### config.mk
export PLATFORM = sky130hd
export DESIGN_NAME = adder_unit_flat
export DESIGN_NICKNAME = d
export VERILOG_FILES = /design/src/rtl/adder_unit_if.sv /design/src/rtl/adder_unit.sv /design/src/flat_wrapper.sv
export SDC_FILE = /design/constraint.sdc
export NUM_CORES = 1
export LEC_CHECK = 0
export ABC_AREA = 1
export CORE_MARGIN = 4
export CORE_UTILIZATION = 45
export CTS_CLUSTER_SIZE = 24
export DETAILED_ROUTE_END_ITERATION = 8
export PLACE_DENSITY = 0.9
export SETUP_SLACK_MARGIN = 0.3
export SLEW_MARGIN = 20
export SYNTH_ARGS = -nofsm -noshare
export SYNTH_HDL_FRONTEND = slang
export SYNTH_SLANG_ARGS = --single-unit
### constraint.sdc
create_clock -name clk -period 2.8 [get_ports clk]
set_clock_uncertainty 0.05 [all_clocks]
set_input_delay 0.42 -clock clk [delete_from_list [all_inputs] [get_ports clk]]
set_output_delay 0.42 -clock clk [all_outputs]
set_load 0.005 [all_outputs]
### src/rtl/adder_unit_if.sv
// Operand/result bundle for adder_unit.
// The master drives the operands and the slave returns the registered sum and flags.
interface adder_unit_if #(
    parameter int unsigned WIDTH = 8
);
    logic             in_valid;
    logic [WIDTH-1:0] a;
    logic [WIDTH-1:0] b;
    logic             cin;
    logic             out_valid;
    logic [WIDTH-1:0] y;
    logic             cout;
    logic             overflow;
    logic             zero;

    modport master (
        output in_valid, a, b, cin,
        input  out_valid, y, cout, overflow, zero
    );

    modport slave (
        input  in_valid, a, b, cin,
        output out_valid, y, cout, overflow, zero
    );
endinterface

### src/rtl/adder_unit.sv
// Registered WIDTH-bit adder: y = a + b + cin, with carry-out, signed-overflow and zero flags.
// One-cycle latency, valid-qualified, no back-pressure. Outputs hold while no new operands
// arrive.
// Build option: define ADDER_SAT_EN for unsigned saturation (y forced to all-ones on carry-out).
module adder_unit #(
    parameter int unsigned WIDTH = 8
) (
    input logic        clk,
    input logic        rst_n,
    adder_unit_if.slave bus
);
    localparam int unsigned Msb = WIDTH - 1;

    logic [WIDTH:0]   sum;
    logic [WIDTH-1:0] raw_y;
    logic [WIDTH-1:0] y_d;
    logic             cout_d;
    logic             ovf_d;
    logic             zero_d;

    logic             valid_q;
    logic [WIDTH-1:0] y_q;
    logic             cout_q;
    logic             ovf_q;
    logic             zero_q;

    // Next result: full-width sum, flags derived from the raw sum, zero from the final y.
    always_comb begin
        sum    = {1'b0, bus.a} + {1'b0, bus.b} + {{WIDTH{1'b0}}, bus.cin};
        raw_y  = sum[WIDTH-1:0];
        cout_d = sum[WIDTH];
        ovf_d  = (bus.a[Msb] == bus.b[Msb]) & (raw_y[Msb] != bus.a[Msb]);
`ifdef ADDER_SAT_EN
        y_d    = cout_d ? {WIDTH{1'b1}} : raw_y;
`else
        y_d    = raw_y;
`endif
        zero_d = (y_d == '0);
    end

    // Output stage: reset clears everything; result registers load only on in_valid so
    // idle-cycle inputs (possibly X) never reach the outputs.
    always_ff @(posedge clk) begin
        if (!rst_n) begin
            valid_q <= 1'b0;
            y_q     <= '0;
            cout_q  <= 1'b0;
            ovf_q   <= 1'b0;
            zero_q  <= 1'b0;
        end else begin
            valid_q <= bus.in_valid;
            if (bus.in_valid) begin
                y_q    <= y_d;
                cout_q <= cout_d;
                ovf_q  <= ovf_d;
                zero_q <= zero_d;
            end
        end
    end

    assign bus.out_valid = valid_q;
    assign bus.y         = y_q;
    assign bus.cout      = cout_q;
    assign bus.overflow  = ovf_q;
    assign bus.zero      = zero_q;
endmodule

### src/flat_wrapper.sv
// flat-port wrapper written by rule: the top's interface ports become plain ports
module adder_unit_flat 
#(
    parameter int unsigned WIDTH = 8
)
  (clk, rst_n, bus_in_valid, bus_a, bus_b, bus_cin, bus_out_valid, bus_y, bus_cout, bus_overflow, bus_zero);
  adder_unit_if #(.WIDTH(WIDTH)) bus_i ();
  input logic clk;
  input logic rst_n;
  input wire logic [$bits(bus_i.in_valid)-1:0] bus_in_valid;
  input wire logic [$bits(bus_i.a)-1:0] bus_a;
  input wire logic [$bits(bus_i.b)-1:0] bus_b;
  input wire logic [$bits(bus_i.cin)-1:0] bus_cin;
  output wire logic [$bits(bus_i.out_valid)-1:0] bus_out_valid;
  output wire logic [$bits(bus_i.y)-1:0] bus_y;
  output wire logic [$bits(bus_i.cout)-1:0] bus_cout;
  output wire logic [$bits(bus_i.overflow)-1:0] bus_overflow;
  output wire logic [$bits(bus_i.zero)-1:0] bus_zero;
  assign bus_i.in_valid = bus_in_valid;
  assign bus_i.a = bus_a;
  assign bus_i.b = bus_b;
  assign bus_i.cin = bus_cin;
  assign bus_out_valid = bus_i.out_valid;
  assign bus_y = bus_i.y;
  assign bus_cout = bus_i.cout;
  assign bus_overflow = bus_i.overflow;
  assign bus_zero = bus_i.zero;
  adder_unit #(.WIDTH(WIDTH)) u_core (.clk(clk), .rst_n(rst_n), .bus(bus_i));
endmodule
# [Word level (Yosys, flattened, before mapping)]
# Index checks and enable logic that the tools add are counted.
[word_totals] reg_bits=12 in_bits=20 output_inout_bits=12 wordCells=11
[classes] n_addsub=2 n_eq_ne=2 bitwise_logic=1 reduce_logical=1
[ops] cell="adder 8 x 8 -> 9 bit" n=1
[ops] cell="adder 9 x 1 -> 9 bit" n=1
[ops] cell="logical NOT 8 bit" n=1
[ops] cell="AND 1 bit" n=1
[ops] cell="== test 1 bit" n=1
[ops] cell="!= test 1 bit" n=1

# [Logic depth before layout (Yosys ltp)]
[depth] depth_word=4 mapped_depth=13 depth_no_buf=13

# [Least setup slack after synthesis]
# Ideal clock, no wire load.
[synth_timing] kind="input to register" start="input port bus_cin" end="register u_core.zero_q, in the netlist u_core.bus.zero" setup_time_ns=0.070 arrival_ns=1.911 required_time_ns=2.680 setup_slack_ns=0.769 path_stages=11 path_buffers=0 cell_sequence="inv_1 fa_1 inv_1 fa_1 inv_1 nand3_1 nor2_1 nand3_1 nor2_1 nand4_1 a21oi_1"
[synth_via] elab_chain_len=2
[synth_rtl] element="from (decl)" line_no="flat_wrapper.sv:13" text="input wire logic [$bits(bus_i.cin)-1:0] bus_cin;"
[synth_rtl] element="adder 9 x 1 -> 9 bit" line_no="adder_unit.sv:29" text="sum = {1'b0, bus.a} + {1'b0, bus.b} + {{WIDTH{1'b0}}, bus.cin};"
[synth_rtl] element="named net u_core.sum[1]" line_no="adder_unit.sv:14" text="logic [WIDTH:0] sum;"
[synth_rtl] element="logical NOT 8 bit" line_no="adder_unit.sv:38" text="zero_d = (y_d == '0);"
[synth_rtl] element="to (signal assigned)" line_no="adder_unit.sv:56" text="zero_q <= zero_d;"
[synth_rtl] element="to (decl)" line_no="adder_unit.sv:25" text="logic zero_q;"
# The timed path passes the listed nets, and every way through them passes these cells.
# A chain may end at the register's enable or synchronous reset.

# [Worst setup path after layout]
# Ends and elaborated chain as after synthesis.

==> qor.txt <==
Outcome: finished, final reports clean
Top Metal Used: met4
Reg2reg end: u_core.bus.y[3]
Clk pin slew, worst setup/hold paths: 0.08 ns
Die height: 51.39 um
Largest net degree at the start of global routing: 17
Area Growth Syn to Fin: 42.98%
R2R Setup Slk: 2.07 ns
Syn Inst Count: 129
Total track usage: 15.29%
Vias: 912
Worst Reg-to-Reg Cells: 2
Max Transition Viols Final: 0
Drt wl/cell: 10.61 um
Global-route wire length before repair: 3.091 mm
Tmin final: 2.365 ns
Buffers added on ports: 31
Detailed-route DRC error count: 0
Drt pass-1 iters: 4
Clock Power Share: 27.4%
Worst Hold Class: reg2reg
Die width: 51.39 um
Post-Route Utilization: 68.65%
Met3 wire len: 123 um
Synth Cell Area: 847.1 um2
Distinct cell type count after synthesis: 17
Psw: 148.5 uW
WL met2: 1.050 mm
Syn_area_per_cell: 6.566 um2
CTS root buf: clkbuf_4
Unrepaired setup endpoints after global routing: no
Setup TNS: 0 ns
Fmax: 422.8 MHz
Final net count: 192
Clock latency on the worst-skew pair: 0.27 ns
Fin cells: 187
Peak supply drop: 212.9 uV
Num ports: 32
Final setup viols: 0
Max FO, Critical Path: 3
Post-Route WL: 1.984 mm
CTS tree: yes
Initial antenna violation count: 0
Synth Warn #: 0
Mean number of vias per cell: 4.877
Clock tree sinks: 12
Reg-to-Reg Start: u_core.bus.y[3]
WP data required: 2.96 ns
Logic pwr share: 34.2%
LEAKAGE: 0.0006147 uW
Sw Ratio: 29.81%
CTS H-tree depth: 1
Min-delay src: u_core.bus.zero
Setup crit start kind: input port
Post-CTS Hold Buffers: 0
Final worst-path cycle share: 84.46%
Seq pwr share: 38.3%
GRT Residual Overflow: 0
Number of DRC markers in iteration 0: 16
Worst hold endpoint: u_core.bus.zero
Vias in the first global route: 830
Hold Worst Slack: 0.4164 ns
Max cap viols: 0
WL met1: 777 um
CTS Buf Count: 3
DPL Wire Length: 1.613 mm
Worst relative slew slack: 68.11%
Initial core utilization: 48.01%
Syn Nets: 158
GPL Wtd Cong: 0.8296
Sequential fraction of the synthesis area: 28.36%
Arrival @ worst endpoint: 2.52 ns
Worst-Margin Slew: 0.4768 ns
Total internal power: 349.6 uW
Hold Path Cell Cnt: 2
Total Die Area: 2640 um2
Power Density: 411.2 nW/um2
Placed Cells: 183
Core area: 1764 um2
Post-synthesis sequential element count: 12
Routed Antenna Nets: 0
Share of post-route cells with drive strength above 1: 4.938%
Critical Path Sink Type: flip-flop
Rows: 15
Filler Cell Count: 163
Final Hold Vio Count: 0
Critical path type: in2reg
Antenna cells: 0
Clk buf depth: 2
[worst max path at each step]
stage / startpoint / cells after the start / to
after CTS: bus_cin / 12 / u_core.bus.zero
after global placement: bus_cin / 12 / u_core.bus.zero
final: bus_cin / 12 / u_core.bus.zero
after detailed placement: bus_cin / 12 / u_core.bus.zero
after floorplan: bus_cin / 11 / u_core.bus.zero
after global routing: bus_cin / 12 / u_core.bus.zero
[power groups by stage]
stage	clock, uW	sequential (uW)	combinational [uW]
after floorplan	0	196	93.2
after global placement	0	194	162
after detailed placement	0	195	168
after CTS	141	191	170
after global routing	151	192	191
final	137	191	170
[cells in the mapped netlist]
cell | instances | area, um2
o21ai_0 | 7 | 35.03
nand3b_1 | 2 | 15.01
buf_2 | 1 | 5.000
nand4_1 | 1 | 6.260
dfxtp_1 | 12 | 240.2
or2_0 | 1 | 6.260
o211ai_1 | 3 | 22.52
nand2_1 | 32 | 120.1
nor2_1 | 10 | 37.54
inv_2 | 2 | 7.510
fa_1 | 2 | 40.04
nand3_1 | 14 | 70.07
inv_1 | 23 | 86.33
buf_6 | 1 | 11.26
ha_1 | 7 | 87.58
a21oi_1 | 10 | 50.05
or2_1 | 1 | 6.260
[sequential cells by signal (all words and copies together), names as in the netlist]
| signal | flops |
|---|---|
| u_core.bus.out_valid | 1 |
| u_core.bus.zero | 1 |
| u_core.bus.overflow | 1 |
| u_core.bus.cout | 1 |
| u_core.bus.y | 8 |
[cells by family (layout without fill, tap and decap cells)]
kind of cell / count (synthesis) / in the layout / share of synthesized area (%)
adders and majority gates: 9 / 9 / 15.07
and+or+nand+nor: 61 / 61 / 30.87
DFF: 12 / 12 / 28.36
buffers and inverters: 27 / 60 / 13.00
AOI/OAI and AO/OA: 20 / 20 / 12.70
[what timing repair did]
| action | in CTS | in global routing |
|---|---|---|
| setup endpoints to repair | 0 | 1 |
| hold endpoints to repair | 0 | 0 |
| setup buffers | 0 | 0 |
| resized for setup | 0 | 2 |
[worst max-delay path, stage by stage]
cell and delay (ns):
clkdlybuf4s50_1 0.45, inv_1 0.05, fa_2 0.38, inv_2 0.08, fa_1 0.42, inv_1 0.08, nand3_1 0.07, nor2_1 0.11
nand3_1 0.08, nor2_1 0.13, nand4_1 0.11, a21oi_1 0.15
[cell type report]
| class | instances | area [um2] | area share, % |
|---|---|---|---|
| clock buffer | 4 | 36.28 | 2.996 |
| inverter | 25 | 93.84 | 7.748 |
| multi-input combinational | 90 | 499.2 | 41.22 |
| sequential | 12 | 240.2 | 19.83 |
| tap | 25 | 31.28 | 2.583 |
| timing repair buffer | 31 | 310.3 | 25.62 |
[per-stage QoR]
step	power [uW]	cell area, um2	setup WS, ns
floorplan	288.7	847.1	0.7693
global placement	356.2	1172	0.2281
detailed placement	362.8	1172	0.1172
CTS	501.6	1209	0.3584
global route	534.1	1211	0.3099
finish	498.1	1211	0.4351
[layer usage]
| layer | GRT usage [%] | up-vias |
|---|---|---|
| met1 | 14.77 | 396 |
| li1 | - | 480 |
| met4 | 5.240 | 0 |
| met3 | 2.915 | 4 |
| met5 | 0 | - |
| met2 | 31.14 | 32 |
[cells in the final DEF (no fill, tap or decap), types with 7 or more instances in the layout]
cell type,instances
ha_1,7
o21ai_0,7
inv_1,22
a21oi_1,10
nand2_1,32
dfxtp_1,12
nor2_1,10
nand3_1,14
clkdlybuf4s50_1,31
Power figures use the tool's default switching activity.
